### config.mk
export PLATFORM = sky130hd
export DESIGN_NAME = mac_scheduler
export DESIGN_NICKNAME = d
export VERILOG_FILES = /design/src/rtl/audio_pkg.sv /design/src/rtl/mac_pipe.sv /design/src/rtl/mac_scheduler.sv
export SDC_FILE = /design/constraint.sdc
export NUM_CORES = 1
export LEC_CHECK = 0
export CORE_MARGIN = 1.5
export CORE_UTILIZATION = 40
export CTS_BUF_LIST = sky130_fd_sc_hd__clkbuf_2
export CTS_CLUSTER_SIZE = 24
export DETAILED_ROUTE_END_ITERATION = 7
export HOLD_SLACK_MARGIN = 0.06
export PLACE_DENSITY = 0.73
export SETUP_SLACK_MARGIN = 0.02
export SYNTH_ARGS = -nofsm -noshare
export SYNTH_HDL_FRONTEND = slang
export SYNTH_HIERARCHICAL = 1
export SYNTH_SLANG_ARGS = --single-unit
### constraint.sdc
create_clock -name clk -period 5.95 [get_ports clk]
set_input_delay 1.785 -clock clk [delete_from_list [all_inputs] [get_ports clk]]
set_output_delay 1.785 -clock clk [all_outputs]
set_load 0.02 [all_outputs]
### src/rtl/audio_pkg.sv
// audio_pkg: shared constants and fixed-point helpers for the audio datapath.
//   AUDIO_BITSIZE / AUDIO_NREQ : default operand width and requester count
//   ROUND_BIAS                 : half-LSB bias for Q1.(BITSIZE-1) rounding
//   round_shift()              : round a full-width product back to BITSIZE
//                                fractional bits, optionally saturating
package audio_pkg;

  localparam int AUDIO_BITSIZE = 16;
  localparam int AUDIO_NREQ    = 4;
  localparam int ROUND_BIAS    = 2 ** (AUDIO_BITSIZE - 2);

  // Widest operand the helper supports; the product plus bias is kept one
  // bit wider than 2*MAXW so the add never overflows.
  localparam int MAXW = 32;
  typedef logic signed [2*MAXW:0] wide_t;

  // r = (p + 2^(bs-2)) >>> (bs-1); with sat set, clamp to the signed bs-bit
  // range. Caller truncates the return value to bs bits, which gives the
  // two's-complement wrap when sat is clear.
  function automatic logic signed [MAXW-1:0] round_shift(input wide_t p,
                                                         input int    bs,
                                                         input logic  sat);
    wide_t r, hi, lo;
    r  = (p + (wide_t'(1) <<< (bs - 2))) >>> (bs - 1);
    hi = (wide_t'(1) <<< (bs - 1)) - wide_t'(1);
    lo = -(wide_t'(1) <<< (bs - 1));
    if (sat && (r > hi))      r = hi;
    else if (sat && (r < lo)) r = lo;
    return r[MAXW-1:0];
  endfunction

endpackage

### src/rtl/mac_pipe.sv
// mac_pipe: stages 2 and 3 of the shared multiplier.
//   stage 2 : signed BITSIZE x BITSIZE product (maps onto SB_MAC16)
//   stage 3 : round to Q1.(BITSIZE-1), saturate or wrap, register result
// Ports: clk, rst (async high); vld_i/id_i/a_i/b_i from stage 1;
//        vld_o/id_o/result_o stage-3 outputs (result held when idle).
// Config macro: MAC_SCHED_SAT_EN selects saturation instead of wrap.
module mac_pipe
  import audio_pkg::*;
#(
  parameter int BITSIZE = AUDIO_BITSIZE,
  parameter int IDW     = 2
) (
  input  logic                      clk,
  input  logic                      rst,
  input  logic                      vld_i,
  input  logic [IDW-1:0]            id_i,
  input  logic signed [BITSIZE-1:0] a_i,
  input  logic signed [BITSIZE-1:0] b_i,
  output logic                      vld_o,
  output logic [IDW-1:0]            id_o,
  output logic [BITSIZE-1:0]        result_o
);

`ifdef MAC_SCHED_SAT_EN
  localparam logic SAT = 1'b1;
`else
  localparam logic SAT = 1'b0;
`endif

  typedef logic signed [BITSIZE-1:0] res_t;

  logic [3:2]                 vld_pipe_q;
  logic [IDW-1:0]             id2_q, id3_q;
  logic signed [2*BITSIZE-1:0] prod_q;
  res_t                       res_q, res_d;

  always_comb res_d = res_t'(round_shift(wide_t'(prod_q), BITSIZE, SAT));

  always_ff @(posedge clk or posedge rst) begin
    if (rst) begin
      vld_pipe_q <= '0;
      id2_q      <= '0;
      id3_q      <= '0;
      prod_q     <= '0;
      res_q      <= '0;
    end else begin
      vld_pipe_q <= {vld_pipe_q[2], vld_i};
      if (vld_i) begin
        prod_q <= a_i * b_i;
        id2_q  <= id_i;
      end
      if (vld_pipe_q[2]) begin
        res_q <= res_d;
        id3_q <= id2_q;
      end
    end
  end

  assign vld_o    = vld_pipe_q[3];
  assign id_o     = id3_q;
  assign result_o = res_q;

endmodule

### src/rtl/mac_scheduler.sv
// mac_scheduler: round-robin time-multiplexing of one signed multiplier
// between NREQ audio blocks (VCA, modulator, biquad, echo gain).
//   clk, rst     : system clock, async active-high reset
//   req          : per-requester request, held until its done pulse
//   op_a, op_b   : flattened operands, requester k at [k*BITSIZE +: BITSIZE]
//   done         : one-cycle pulse naming the owner of `result`
//   result       : shared rounded Q1.(BITSIZE-1) product
//   busy         : any operation outstanding
// Latency grant edge -> done cycle is three register stages.
// Config macro: MAC_SCHED_SAT_EN (saturate instead of wrap, in mac_pipe).
module mac_scheduler
  import audio_pkg::*;
#(
  parameter int BITSIZE = AUDIO_BITSIZE,
  parameter int NREQ    = AUDIO_NREQ
) (
  input  logic                    clk,
  input  logic                    rst,
  input  logic [NREQ-1:0]         req,
  input  logic [NREQ*BITSIZE-1:0] op_a,
  input  logic [NREQ*BITSIZE-1:0] op_b,
  output logic [NREQ-1:0]         done,
  output logic [BITSIZE-1:0]      result,
  output logic                    busy
);

  localparam int IDW = (NREQ > 1) ? $clog2(NREQ) : 1;

  logic [NREQ-1:0][BITSIZE-1:0] a_vec, b_vec;
  logic [NREQ-1:0]              pend, inflight_q, inflight_d, gnt_mask;
  logic [IDW-1:0]               ptr_q, ptr_d, gnt_id, idx;
  logic                         gnt_vld, arm_q;
  logic                         s1_vld_q;
  logic [IDW-1:0]               s1_id_q;
  logic [BITSIZE-1:0]           s1_a_q, s1_b_q;
  logic                         p_vld;
  logic [IDW-1:0]               p_id;

  assign a_vec = op_a;
  assign b_vec = op_b;
  assign pend  = req & ~inflight_q;

  // Rotating-priority search from ptr upward with wrap. arm_q keeps the
  // first edge after reset release from ever granting.
  always_comb begin
    gnt_vld = 1'b0;
    gnt_id  = '0;
    idx     = '0;
    for (int i = 0; i < NREQ; i++) begin
      idx = ((int'(ptr_q) + i) >= NREQ) ? IDW'(int'(ptr_q) + i - NREQ)
                                        : IDW'(int'(ptr_q) + i);
      if (!gnt_vld && arm_q && pend[idx]) begin
        gnt_vld = 1'b1;
        gnt_id  = idx;
      end
    end
  end

  assign gnt_mask = gnt_vld ? ({{(NREQ-1){1'b0}}, 1'b1} << gnt_id) : '0;
  assign done     = p_vld ? ({{(NREQ-1){1'b0}}, 1'b1} << p_id) : '0;

  // Retire on the edge that ends the done cycle, so the same requester can
  // re-win no earlier than one edge later.
  assign inflight_d = (inflight_q & ~done) | gnt_mask;

  always_comb begin
    ptr_d = ptr_q;
    if (gnt_vld) ptr_d = (gnt_id == IDW'(NREQ - 1)) ? '0 : gnt_id + 1'b1;
  end

  always_ff @(posedge clk or posedge rst) begin
    if (rst) begin
      ptr_q      <= '0;
      inflight_q <= '0;
      arm_q      <= 1'b0;
      s1_vld_q   <= 1'b0;
      s1_id_q    <= '0;
      s1_a_q     <= '0;
      s1_b_q     <= '0;
    end else begin
      ptr_q      <= ptr_d;
      inflight_q <= inflight_d;
      arm_q      <= 1'b1;
      s1_vld_q   <= gnt_vld;
      if (gnt_vld) begin
        s1_id_q <= gnt_id;
        s1_a_q  <= a_vec[gnt_id];
        s1_b_q  <= b_vec[gnt_id];
      end
    end
  end

  mac_pipe #(.BITSIZE(BITSIZE), .IDW(IDW)) u_pipe (
    .clk      (clk),
    .rst      (rst),
    .vld_i    (s1_vld_q),
    .id_i     (s1_id_q),
    .a_i      (s1_a_q),
    .b_i      (s1_b_q),
    .vld_o    (p_vld),
    .id_o     (p_id),
    .result_o (result)
  );

  assign busy = |inflight_q;

endmodule

# Yosys cells after proc, flatten, opt, wreduce, memory -nomap -nowiden
# Cells that the tools add are included.
op_classes:
  eq_ne: 1
  n_addsub: 9
  n_bitwise: 5
  multipliers: 1
  n_lt_le_gt_ge: 9
  shift: 2
  n_mux: 27
  reduce_logical: 11
ops:
  columns: ["cell", "count"]
  rows:
  - ["binary-select mux 16 bit (select 2 bit)", 2]
  - ["2-to-1 mux 16 bit", 2]
  - ["adder 31 x 16 -> 31 bit, second input constant", 1]
  - ["multiplier 16 x 16 -> 31 bit", 1]
  - ["2-to-1 mux 2 bit", 9]
  - ["< comparator 2 x 3 -> 1 bit, second input constant", 5]
  - ["greater-or-equal comparator 3 bit, second input constant", 3]
  - ["AND 4 bit", 2]
  - ["binary-select mux 1 bit (select 2 bit)", 4]
  - ["2-to-1 mux 1 bit", 8]
  - ["2-to-1 mux 4 bit", 2]
  - ["inverter 4 bit", 2]
  - ["<< shifter 1 x 2 -> 4 bit, first input constant", 2]
  - ["subtractor 2 x 1 -> 2 bit, second input constant", 4]
  - ["logical AND 1 bit", 7]
  - ["adder 2 x 2 -> 3 bit, second input constant", 2]
  - ["bitwise OR 4 bit", 1]
  - ["OR reduction 4 bit", 1]
  - ["adder 2 x 1 -> 3 bit, second input constant", 1]
  - ["greater-or-equal comparator 2 x 3 -> 1 bit, second input constant", 1]
  - ["zero test 1 bit", 3]
  - ["adder 2 x 1 -> 2 bit, second input constant", 1]
  - ["== test 2 bit, second input constant", 1]
totals:
  register_bits: 95
  wordCells: 77

# Depth between registers and ports, before layout
logic_depth:
  word_depth: 21
  mapped_depth: 23
  ltp_nobuf: 22

# Modules after synthesis
# Netlist, hierarchy kept.
by_module_without_submodules:
  columns: ["module", "instances", "cells_each", "seq_area_each_um2", "area_per_inst_um2"]
  rows:
  - ["mac_pipe", 1, 1166, 975.9, 10961.8]
  - ["mac_scheduler", 1, 243, 1051.0, 2618.8]

# Worst setup path after synthesis
# OpenSTA, ideal clock, no wires.
synth_timing:
  kind: "register to register"
  from: "register s1_a_q[15]"
  to: "register u_pipe.prod_q[29]"
  slack_ns: -0.263
  t_arrival_ns: 6.090
  required_time_ns: 5.827
  setup_time_ns: 0.123
  path_stages_with_launch: 20
  synth_period_minus_slack_ns: 6.213
  path_cell_list: "dfrtp_1 -> clkbuf_1 -> nand2_1 -> fa_1 -> inv_1 -> fa_1 -> fa_1 -> fa_1 -> fa_1 -> inv_1 -> fa_1 -> inv_1 -> ha_1 -> a21o_1 -> a21o_1 -> a221o_1 -> a21o_1 -> o211ai_1 -> a21boi_1 -> o221a_1"
synth_between:
  elab_chain_cells: 1
synth_rtl:
  columns: ["element", "line", "rtl"]
  rows:
  - ["start: declaration", "mac_scheduler.sv:35", "logic [BITSIZE-1:0] s1_a_q, s1_b_q;"]
  - ["start signal: assignment", "mac_scheduler.sv:87", "s1_a_q <= a_vec[gnt_id];"]
  - ["multiplier 16 x 16 -> 31 bit", "mac_pipe.sv:49", "prod_q <= a_i * b_i;"]
  - ["end signal: assignment", "mac_pipe.sv:49", null]
  - ["end: declaration", "mac_pipe.sv:34", "logic signed [2*BITSIZE-1:0] prod_q;"]
# No other way between the ends.
# A chain may end at the register's enable or synchronous reset.

# Worst setup path after layout
layout_timing:
  from: "register s1_a_q[8]"
  to: "register u_pipe.prod_q[24]"
# Same word-level chain as after synthesis.

==> flow_summary.ini <==
[yosys]
synth_warnings = 6
yosys.area_share.simple = 0.1423
synth_nets = 1877
synth_compound_gate_area_share = 0.06744
synth_seq_area_share = 0.1493
synth-edff-count = 0
synth_cell_types = 61
synthArstFlopShare = 1.000
synth-xor-area-share = 0.02395
syn_area_per_cell_um2 = 9.638
syn_inst = 1409
synth_fa_ha_area_frac = 0.4487
synth_top_family_by_area = adder cells
ys_ff_latch = 81
synth_mux_area_frac = 0.05712
synth_area_um2 = 13580
ys.flop_type = dfrtp_1

[placement]
place.detailed.hpwl_um = 27670
dpl_cell_area_um2 = 16000
io_buffer_count = 154
place.gp.congestion = 0.8802

[power_and_ir_drop]
p_per_area_nw_per_um2 = 60.06
sequentialPowerShare = 0.547
p_sw_mw = 0.2679
vdd_drop_max_v = 0.00009551
p_int_mw = 0.7424
power_mw = 1.010
combPwrFrac = 0.119
power_frac_clock = 0.333
p_sw_frac = 0.2651
p_leak_nw = 8.617

[routing]
vias_per_cell = 5.019
vias = 10480
finalWirelength_um = 34110
postRouteAntennaNets = 0
drc = 0
drtIter0Drc = 557
wl_per_cell_um = 16.34
drt-pass1-iter-count = 5

[cts]
ctsRootBufferMaster = clkbuf_2
clockBufferDepth = 2
clk_pin_slew_ns = 0.28
htreeDepth = 3
insertion_delay_ns = 0.61
cts_buffers = 9
tritoncts = done
cts_sinks = 81

[global_routing]
grt_max_degree = 54
grt-ovfl-total = 0
grt_first_pass_wirelength_um = 55820
grt_pass1_vias = 11530
grt_usage = 0.1978
grt_antenna_before_repair = 1

[worst_setup_path]
required_ns = 6.43
endpoint_kind = register
cp_max_fo = 6
cp.arrival_ns = 6.32
worst-setup-path-type = reg2reg
cp-start-kind = register

[status]
status = complete, no violations

[floorplanning]
die_y_um = 187.3
rows = 67
fp.dieArea_um2 = 35070
initial_core_util = 0.4060
boundaryPins = 155
core_area_um2 = 33450
die-width_um = 187.3

[sta]
period_share = 0.9815
fin_skew_ns = 0.05567
period_needed_ns = 5.840
drv_slew = 0
relSlewSlack = 0.3023
clock.fmax_mhz = 171.2
worstMarginPinSlew_ns = 1.045
setup_violations = 0
rsz0062_at_grt = true
hold_viol = 0

[job]
drv_cap = 0

[final_layout]
drive_above_1_share = 0.1574
area_growth_pct = 23.87
fill_cells = 3022
nets = 2102
stdcell_area_um2 = 16820
final_util = 0.5029

[hold_path]
hold_path_class = reg2reg
-- cells by family (layout without fill, tap and decap cells) --
kind of cell,Yosys count,in the layout
and+or+nand+nor,398,398
buffers and inverters,367,597
AOI/OAI and AO/OA,118,118
adders and majority gates,334,334
xor gates and xnor gates,34,34
muxes,76,76
other,1,2
DFF,81,81
-- registers in the layout, indices dropped and copies added (netlist names), 2 cells and up --
signal             cells
inflight_q             4
ptr_q                  2
s1_a_q                16
s1_b_q                16
s1_id_q                2
u_pipe/id2_q           2
u_pipe/id_o            2
u_pipe/prod_q         17
u_pipe/result_o       16
u_pipe/vld_pipe_q      2
-- synthesized netlist by cell type (all sizes together) (22+ instances only) --
cell type  number  area share
fa            255        0.38
a21oi          26       0.010
inv           309       0.085
mux2i          64       0.047
dfrtp          81        0.15
ha             79       0.073
clkbuf         40       0.011
nand2         182       0.050
and2          112       0.052
o221ai         31       0.020
nor2           45       0.013
xnor2          22       0.014
-- power groups by stage --
stage	combinational [mW]	clock [mW]	sequential, mW
6_report	0.120	0.337	0.553
5_1_grt	0.130	0.371	0.554
4_1_cts	0.122	0.351	0.553
3_5_place_dp	0.122	0	0.562
3_3_place_gp	0.121	0	0.562
2_1_floorplan	0.0226	0	0.562
-- metal layers --
| metal | track usage | vias to the layer above | part of all wire |
|---|---|---|---|
| met2 | 0.3693 | 296 | 0.54 |
| met4 | 0.08065 | 0 | 0.041 |
| met1 | 0.2310 | 5329 | 0.38 |
| li1 | - | 4773 | - |
| met3 | 0.01951 | 82 | 0.038 |
| met5 | 0 | - | 0 |
-- final timing paths --
check / from / end / slack (ns) / cells after the start
min: s1_id_q[0] / s1_id_q[0] / 0.52 / 2
max: s1_a_q[8] / u_pipe/prod_q[24] / 0.11 / 22
max reg2reg: s1_a_q[8] / u_pipe/prod_q[24] / 0.11 / 22
min reg2reg: s1_id_q[0] / s1_id_q[0] / 0.52 / 2
min in group asynchronous: rst / s1_a_q[12] / 1.60 / 3
max in group asynchronous: rst / u_pipe/prod_q[24] / 3.37 / 3
-- cells in the final DEF (no fill, tap or decap), drive strengths merged, types with 7 or more instances in the layout --
master / synthesis / final
a211oi: 7 / 7
a21o: 7 / 7
a21oi: 26 / 26
and2: 112 / 112
buf: 18 / 116
clkbuf: 40 / 11
clkdlybuf4s50: 0 / 154
dfrtp: 81 / 81
fa: 255 / 255
ha: 79 / 79
inv: 309 / 312
mux2: 12 / 12
mux2i: 64 / 64
nand2: 182 / 182
nand2b: 8 / 8
nand3: 11 / 11
nand4: 7 / 7
nor2: 45 / 45
o21ai: 14 / 14
o221ai: 31 / 31
xnor2: 22 / 22
xor2: 10 / 10
-- final cells by class --
class	count	area, um^2	share of cell area
flip-flops and latches	81	2061	0.1225
clock buffers	9	45.04	0.002678
inverters	309	1160	0.06895
multi-input cells	961	10330	0.6144
clock inverters	7	82.58	0.004909
well taps	448	560.5	0.03332
diodes	1	2.502	0.0001488
repair buffers	272	2576	0.1531
-- per-stage QoR --
stage	setup slack, ns	hold WS, ns	cells	TNS [ns]
2_1_floorplan	0.06871	0.3519	1409	0
6_report	0.1100	0.5187	2088	0
3_3_place_gp	0.06377	0.4556	2033	0
3_5_place_dp	-0.05083	0.4725	2033	-0.1171
4_1_cts	0.02806	0.5299	2054	0
5_1_grt	-0.1134	0.5596	2088	-0.4477
-- critical path, stage by stage, from the launching register on --
cell and delay, ns:
dfrtp_2 0.50, buf_12 0.14, and2_4 0.14, fa_1 0.52, inv_2 0.05, fa_1 0.46, fa_1 0.49, inv_1 0.05
fa_1 0.46, fa_1 0.56, inv_2 0.04, fa_1 0.51, inv_2 0.05, ha_4 0.26, inv_2 0.04, buf_6 0.11
a211oi_4 0.24, a211oi_4 0.10, buf_12 0.16, a211oi_4 0.32, nor2_4 0.09, a21o_1 0.16, a221o_1 0.28
-- repair_timing --
action	CTS	global route
gates cloned	0	1
hold buffers	0	0
endpoints found under the setup margin	10	15
setup buffers	5	32
gates resized for setup	25	85
pin swaps	4	72
Power figures use the tool's default switching activity.
